==> config.mk <==
export PLATFORM = sky130hd
export DESIGN_NAME = raw_mem_check_table
export DESIGN_NICKNAME = d
export VERILOG_FILES = /design/src/rtl/raw_mem_check_table.sv
export SDC_FILE = /design/constraint.sdc
export NUM_CORES = 1
export LEC_CHECK = 0
export ABC_AREA = 1
export BUFFER_PORTS_ARGS = -buffer_cell sky130_fd_sc_hd__buf_2
export CAP_MARGIN = 20
export CELL_PAD_IN_SITES_DETAIL_PLACEMENT = 1
export CELL_PAD_IN_SITES_GLOBAL_PLACEMENT = 2
export CORE_ASPECT_RATIO = 0.9
export CORE_MARGIN = 4
export CORE_UTILIZATION = 32
export DETAILED_ROUTE_END_ITERATION = 10
export PLACE_DENSITY = 0.74
export SLEW_MARGIN = 20
export SYNTH_ARGS = -nofsm -noshare
export SYNTH_HDL_FRONTEND = slang
export SYNTH_SLANG_ARGS = --single-unit
==> constraint.sdc <==
create_clock -name clk -period 3.5 [get_ports clk]
set_input_delay 0.525 -clock clk [delete_from_list [all_inputs] [get_ports clk]]
set_output_delay 0.525 -clock clk [all_outputs]
set_load 0.02 [all_outputs]
==> src/rtl/raw_mem_check_table.sv <==
// Table of pending-writer counters, one per tag, for read-after-write hazard checks.
// Several issue lanes search the table, and several allocate/retire ports update it, every cycle.
module raw_mem_check_table #(
  parameter int ENTRY_NUM_BITS = 4,
  parameter int ENTRY_NUM      = 1 << ENTRY_NUM_BITS,
  parameter int CNT_W          = 4,
  parameter int NUM_SRCH       = 4,
  parameter int ADD_PORTS      = 2,
  parameter int SUB_PORTS      = 2
) (
  input  logic                                clk,
  input  logic                                rst,
  input  logic                                flush,
  input  logic [NUM_SRCH-1:0]                 srch_vld,
  input  logic [NUM_SRCH*ENTRY_NUM_BITS-1:0]  srch_num,
  output logic [NUM_SRCH-1:0]                 hazard,
  input  logic [ADD_PORTS-1:0]                add_vld,
  input  logic [ADD_PORTS*ENTRY_NUM_BITS-1:0] add_num,
  output logic [ADD_PORTS-1:0]                add_rdy,
  input  logic [SUB_PORTS-1:0]                sub_vld,
  input  logic [SUB_PORTS*ENTRY_NUM_BITS-1:0] sub_num,
  output logic                                any_pending,
  output logic                                err_underflow
);

  localparam int EB        = ENTRY_NUM_BITS;
  localparam int CNT_MAX   = (1 << CNT_W) - 1;
  localparam int RDY_LIMIT = CNT_MAX - ADD_PORTS;

  logic [CNT_W-1:0] cnt     [ENTRY_NUM];
  logic [CNT_W-1:0] cnt_nxt [ENTRY_NUM];
  logic             underflow_nxt;
  logic             pending_nxt;

  always_comb begin
    hazard = '0;
    for (int i = 0; i < NUM_SRCH; i++) begin
      hazard[i] = srch_vld[i] & (cnt[srch_num[i*EB +: EB]] != '0);
    end
  end

  // Headroom for every add port keeps a counter from wrapping even if all ports hit one entry.
  always_comb begin
    add_rdy = '0;
    for (int p = 0; p < ADD_PORTS; p++) begin
      add_rdy[p] = (int'(cnt[add_num[p*EB +: EB]]) <= RDY_LIMIT);
    end
  end

  always_comb begin : update_calc
    logic        [CNT_W+1:0] add_cnt;
    logic        [CNT_W+1:0] sub_cnt;
    logic signed [CNT_W+1:0] sum;
    underflow_nxt = 1'b0;
    pending_nxt   = 1'b0;
    add_cnt       = '0;
    sub_cnt       = '0;
    sum           = '0;
    for (int e = 0; e < ENTRY_NUM; e++) begin
      add_cnt = '0;
      sub_cnt = '0;
      for (int p = 0; p < ADD_PORTS; p++) begin
        if (add_vld[p] && add_rdy[p] && (add_num[p*EB +: EB] == EB'(e))) begin
          add_cnt = add_cnt + (CNT_W+2)'(1);
        end
      end
      for (int q = 0; q < SUB_PORTS; q++) begin
        if (sub_vld[q] && (sub_num[q*EB +: EB] == EB'(e))) begin
          sub_cnt = sub_cnt + (CNT_W+2)'(1);
        end
      end
      sum = $signed({2'b00, cnt[e]} + add_cnt - sub_cnt);
      if (sum < 0) begin
        cnt_nxt[e]    = '0;
        underflow_nxt = 1'b1;
      end else begin
        cnt_nxt[e] = sum[CNT_W-1:0];
      end
      pending_nxt = pending_nxt | (cnt_nxt[e] != '0);
    end
  end

  always_ff @(posedge clk) begin
    if (rst || flush) begin
      for (int e = 0; e < ENTRY_NUM; e++) begin
        cnt[e] <= '0;
      end
      any_pending   <= 1'b0;
      err_underflow <= 1'b0;
    end else begin
      for (int e = 0; e < ENTRY_NUM; e++) begin
        cnt[e] <= cnt_nxt[e];
      end
      any_pending   <= pending_nxt;
      err_underflow <= err_underflow | underflow_nxt;
    end
  end

endmodule

# Word-level counts from Yosys, hierarchy flattened
# Memories as Yosys holds them, arrays and structs flattened.
# Index checks and enable logic that the tools add are counted.
# op_classes
n_bitwise	36
muxes	115
addsub	64
n_lt_le_gt_ge	18
eq_ne	60
reduce_logical	91
# op_table
op	n
adder 6 x 1 -> 6 bit (second input constant)	32
two-way mux 6 bit	32
== test 4 bit (second input constant)	32
two-way mux 4 bit	32
adder 4 x 6 -> 6 bit	16
< comparator 6 x 1 -> 1 bit (second input constant)	16
subtractor 6 bit	16
nonzero test 4 bit	20
logical AND 1 bit	66
== test 4 x 3 -> 1 bit (second input constant)	16
two-way mux 1 bit	51
== test 4 x 2 -> 1 bit (second input constant)	8
OR 1 bit	32
== test 4 x 1 -> 1 bit (second input constant)	4
logical NOT 4 bit	4
<= comparator 4 bit (second input constant)	2
AND 1 bit	4
logical OR 1 bit	1
# word_totals
input_bits	43
reg_bits	2
ramBits	64
memories	1
out_inout_bits	8
# mem_list
name	words	word_bits	rd	rd_ports_with_merged_regs	write_ports	line	text
cnt	16	4	22	0	16	30	logic [CNT_W-1:0] cnt [ENTRY_NUM];

# Longest topological paths before layout
# An unclocked memory read counts as a cell.
# depth
ltp_word	27
ltp_mapped	29
depth_no_buf	27

# Worst setup path after synthesis
# OpenSTA, ideal clock, no wires.
# synth_timing
path_kind	input port to flip-flop
startpoint	input port add_num[5]
endpoint	register any_pending
t_arrival_ns	3.457
setup_slack_ns	-0.084
cell_stages	25
required_time_ns	3.372
path_buffers	2
setup_time_ns	0.128
path_cell_list	nand2_1 -> inv_2 -> buf_6 -> a22oi_1 -> nand2_1 -> nand2_1 -> nand4_1 -> nand3_2 -> nand2_4 -> buf_12 -> nor2_4 -> ha_1 -> inv_1 -> fa_1 -> inv_1 -> fa_1 -> xor2_1 -> nand2_1 -> nand2_1 -> nor2_1 -> nand2_1 -> nor2_1 -> nand2_1 -> nor2_1 -> nor2_1
# synth_via
elab_chain_len	25
elab_cells_between_ends	146
classes_between	32 x add/sub; 17 x order compare; 15 x eq/ne; 32 x mux; 15 x bitwise; 34 x reduce/logical; 1 x memory
# synth_lines
item	line	text
from (decl)	18	input logic [ADD_PORTS*ENTRY_NUM_BITS-1:0] add_num,
memory read (16 x 4 bit) (*)	-	
<= comparator 4 bit (*)	46	add_rdy[p] = (int'(cnt[add_num[p*EB +: EB]]) <= RDY_LIMIT);
net add_rdy[1]	19	output logic [ADD_PORTS-1:0] add_rdy,
logical AND 1 bit (*)	63	if (add_vld[p] && add_rdy[p] && (add_num[p*EB +: EB] == EB'(e))) begin
logical AND 1 bit	63	
two-way mux 6 bit	63	
adder 4 x 6 -> 6 bit	72	sum = $signed({2'b00, cnt[e]} + add_cnt - sub_cnt);
subtractor 6 bit	72	
< comparator 6 x 1 -> 1 bit	73	if (sum < 0) begin
two-way mux 4 bit	73	
nonzero test 4 bit	79	pending_nxt = pending_nxt | (cnt_nxt[e] != '0);
OR 1 bit (14 in a row)	79	
OR 1 bit (*)	79	
to (signal assigned)	94	any_pending <= pending_nxt;
to (decl)	22	output logic any_pending,
# The timed path passes the listed nets; every way through them passes the cells marked *.
# A chain may end at the register's enable or synchronous reset.

# Worst setup path after layout
# layout_timing
startpoint	input port add_num[1]
endpoint	register any_pending
# layout_via
elab_chain_len	27
elab_cells_between_ends	178
classes_between	48 x add/sub; 17 x order compare; 15 x eq/ne; 48 x mux; 15 x bitwise; 34 x reduce/logical; 1 x memory
# layout_lines
item	line	text
memory read (16 x 4 bit)	-	
<= comparator 4 bit	46	
logical AND 1 bit (2 in a row)	63	
two-way mux 1 bit	63	
adder 6 x 1 -> 6 bit	64	add_cnt = add_cnt + (CNT_W+2)'(1);
two-way mux 6 bit	63	
adder 4 x 6 -> 6 bit	72	
subtractor 6 bit	72	
< comparator 6 x 1 -> 1 bit	73	
two-way mux 4 bit	73	
nonzero test 4 bit	79	
OR 1 bit (14 in a row)	79	
OR 1 bit (*)	79	
# Every way passes the cells marked *; elsewhere a longest branch is shown, timed or not.

==> metrics.md <==
| Metric | Value |
|---|---|
| Fin crit share | 1.10 |
| CP Launch Type | input port |
| Worst-Margin Slew | approximately 670 ps |
| IO buf count | 50 |
| Fill count | around 3.2k |
| CTS tree | done |
| IO Count | between 50 and 60 |
| Core area | 0.0245 mm2 |
| Share of post-route cells with drive strength above 1 | 0.319 |
| Max-slew headroom | 0.553 |
| Bufs on Longest Clock Path | 2 |
| Later-pin clock latency in the skew report | 350 ps |
| Setup ws final | -346 ps |
| Status | finished, violations left |
| Gr ovfl total | 0 |
| Worst EP arrival | ~4000 ps |
| GRT Util Overall | 0.227 |
| Syn Nets | 1406 |
| Setup Slack @ Placement | -1000 ps |
| Failing checks | negative setup slack |
| Max VDD drop | ~0.00023 V |
| Total Wirelength | between 30000 and 40000 um |
| Final min period | around 3800 ps |
| Fin. max-slew vios | 0 |
| CP Capture Type | flop |
| Initial antenna violation count | 0 |
| Static Leak | 0.00551 uW |
| DR vias | 8605 |
| Sink Count | between 60 and 70 |
| Final #Nets | 1641 |
| Area Overhead vs Synth | 37.9% |
| CTS buffer count | 9 |
| Via density | 4.84 |
| Crit-path max FO | 16 |
| Fin. Hold Viols | 0 |
| Post-Syn Area | 0.00805 mm2 |
| Synth Register Bits | 66 |
| H-tree depth | 3 |
| Global-route wire length before repair | between 40000 and 50000 um |
| Root buffer cell | clkbuf_16 |
| Register area share after synthesis | 0.164 |
| Final Wtd Congestion | around 0.9 |
| Iter 0 DRT Violations | between 300 and 400 |
| Residual DRC count | 0 |
| Die ar. | ~0.028 mm2 |
| CTS hold repair buffers | 0 |
| Routed Antenna Nets | 0 |
| Pwr dens | around 270 mW/mm2 |
| Fmax | around 0.26 GHz |
| DIE WIDTH | approximately 180 um |
| Sw Ratio | 0.399 |
| Vias in the first global route | ~8.9k |
| Reg clk slew, reported paths | ~60 ps |
| YS warnings | 0 |
| Worst hold path type | input port to flop |
| Setup violators final | 4 |
| Unrepaired setup endpoints after global routing | true |
| Skew final | about 11 ps |
| Post-DP Area | 0.00997 mm2 |
| Max Cap Viol | 0 |
| Gate power share | 0.444 |
| Mean Syn Cell Area | about 6.7 um2 |
| P_sw | ~1200 uW |
| Clock network fraction of total power | 0.284 |
| Worst path required time | ~3700 ps |
| Design area | ~0.011 mm2 |
| Sequential share of power | 0.272 |
| Ant. Diodes | 0 |
| WHS | 732 ps |
| WL per Instance | 17.8 um |
| Std cell rows | 54 |
| Setup CP Type | input port to flop |
| Synth cell types | 27 |
| Pin count of the biggest net entering global routing | between 50 and 60 |
| Starting Density | 0.328 |
| Die Y | roughly 160 um |
| Design Power | roughly 3000 uW |
| Drt pass-1 iters | 9 |
| Internal reg-to-reg setup slack | -200 ps |
| Post-Synthesis Cells | about 1.2k |
| P_int | 1800 uW |
| DPL Wire Length | roughly 26000 um |
[Yosys cell counts]
library cell,instances,share of area
nand2_1,343,0.16
nor3_1,8,0.0050
clkbuf_1,11,0.0051
a21oi_1,9,0.0056
nand2_4,2,0.0028
buf_8,1,0.0019
dfxtp_1,66,0.16
a22oi_2,6,0.0093
a22oi_1,42,0.039
or2_2,6,0.0047
buf_12,1,0.0025
nand3_1,70,0.044
nand3b_1,5,0.0047
xor2_1,16,0.017
nor2_2,12,0.0093
nand4_1,31,0.024
clkinv_1,1,0.00047
ha_1,128,0.20
nor2_1,143,0.067
inv_1,203,0.095
fa_1,32,0.080
nor4_1,9,0.0070
nor2_4,14,0.020
nand3_2,2,0.0025
buf_6,8,0.011
o21ai_0,28,0.017
inv_2,6,0.0028
[layout make-up]
type	count	area, um2	area share
clock inverters	6	35.0	0.00316
repair inverters	1	6.26	0.000564
repair buffers	244	1830	0.165
inverters	210	803	0.0724
well taps	336	420	0.0379
clock buffers	9	225	0.0203
multi-input cells	906	6460	0.582
flip-flops and latches	66	1320	0.119
[final timing paths]
| check | startpoint | endpoint | cells after the start |
|---|---|---|---|
| setup reg to reg | cnt[0][3]$_SDFF_PP0_ | any_pending$_SDFF_PP0_ | 24 |
| hold reg to reg | err_underflow$_SDFF_PP0_ | err_underflow$_SDFF_PP0_ | 4 |
| setup / recovery | add_num[1] | any_pending$_SDFF_PP0_ | 28 |
| hold / removal | rst | cnt[11][1]$_SDFF_PP0_ | 3 |
[what timing repair did]
item	in CTS	in global routing
gates resized for setup	78	96
buffers inserted	19	7
setup endpoints to repair	5	38
pin swaps	40	40
gates cloned	0	1
[critical path, cell delays in order]
cell and delay (ps):
buf_4 150, inv_2 80, nor2_4 40, buf_12 150, a22oi_1 150, nand2_1 110
nand2_1 70, nand4_1 110, nand3_2 120, nand2_4 100, buf_4 160, buf_4 120
nor2_2 80, ha_1 160, inv_1 50, fa_1 490, inv_2 70, ha_4 250
nand4_1 150, nand3_4 120, nand2_2 110, nand2_1 90, nor2_4 150, nand2_1 70
nor2_2 120, nand2_2 110, nor2_2 110, nor2_1 40
[flip-flops by register name, summed over array words and instances, names as in the netlist]
| name | cells |
|---|---|
| err_underflow | 1 |
| cnt | 64 |
| any_pending | 1 |
[power groups by stage]
stage / clock network (uW) / registers [uW] / logic (uW)
CTS: 866 / 811 / 1230
global route: 894 / 817 / 1470
finish: 849 / 815 / 1330
floorplan: 0 / 814 / 609
global placement: 0 / 826 / 1110
detailed placement: 0 / 826 / 1140
[layout by cell type, fill, tap and decap left out, types with 12 or more instances in the layout]
cell type,Yosys,layout
nor2_2,12,25
nand3_2,2,15
fa_1,32,17
nand4_1,31,31
xor2_1,16,14
inv_1,203,194
a22oi_2,6,28
buf_4,0,184
ha_1,128,114
nand2_2,0,37
nand2_1,343,298
dfxtp_1,66,66
fa_2,0,15
a22oi_1,42,20
inv_2,6,12
nor2_1,143,122
nand3_1,70,52
o21ai_0,28,28
buf_2,0,46
nor2_4,14,22
[routing by layer]
metal / track usage / share of wire / vias up
met2: 0.382 / 0.47 / 124
met5: 0 / 0 / -
li1: - / - / 4283
met4: 0.0625 / 0.022 / 0
met3: 0.0328 / 0.035 / 33
met1: 0.306 / 0.48 / 4165
[stage by stage]
step,utilization,cells,TNS [ps]
after floorplan,-,1203,-31.3
after global placement,0.406,1738,-13250
after detailed placement,0.406,1738,-16910
after CTS,0.434,1771,-1010
after global routing,0.453,1778,-1860
final,0.453,1778,-1140
[logic make-up after synthesis]
logic type	after synthesis	share of synthesized area
AND/OR/NAND/NOR	645	0.350
buffers and inverters	231	0.119
adder cells (fa/ha/maj)	160	0.279
AO/OA/AOI/OAI	85	0.0715
flip-flops	66	0.164
XOR/XNOR	16	0.0174
No activity file was read; power rests on OpenSTA's default activity.
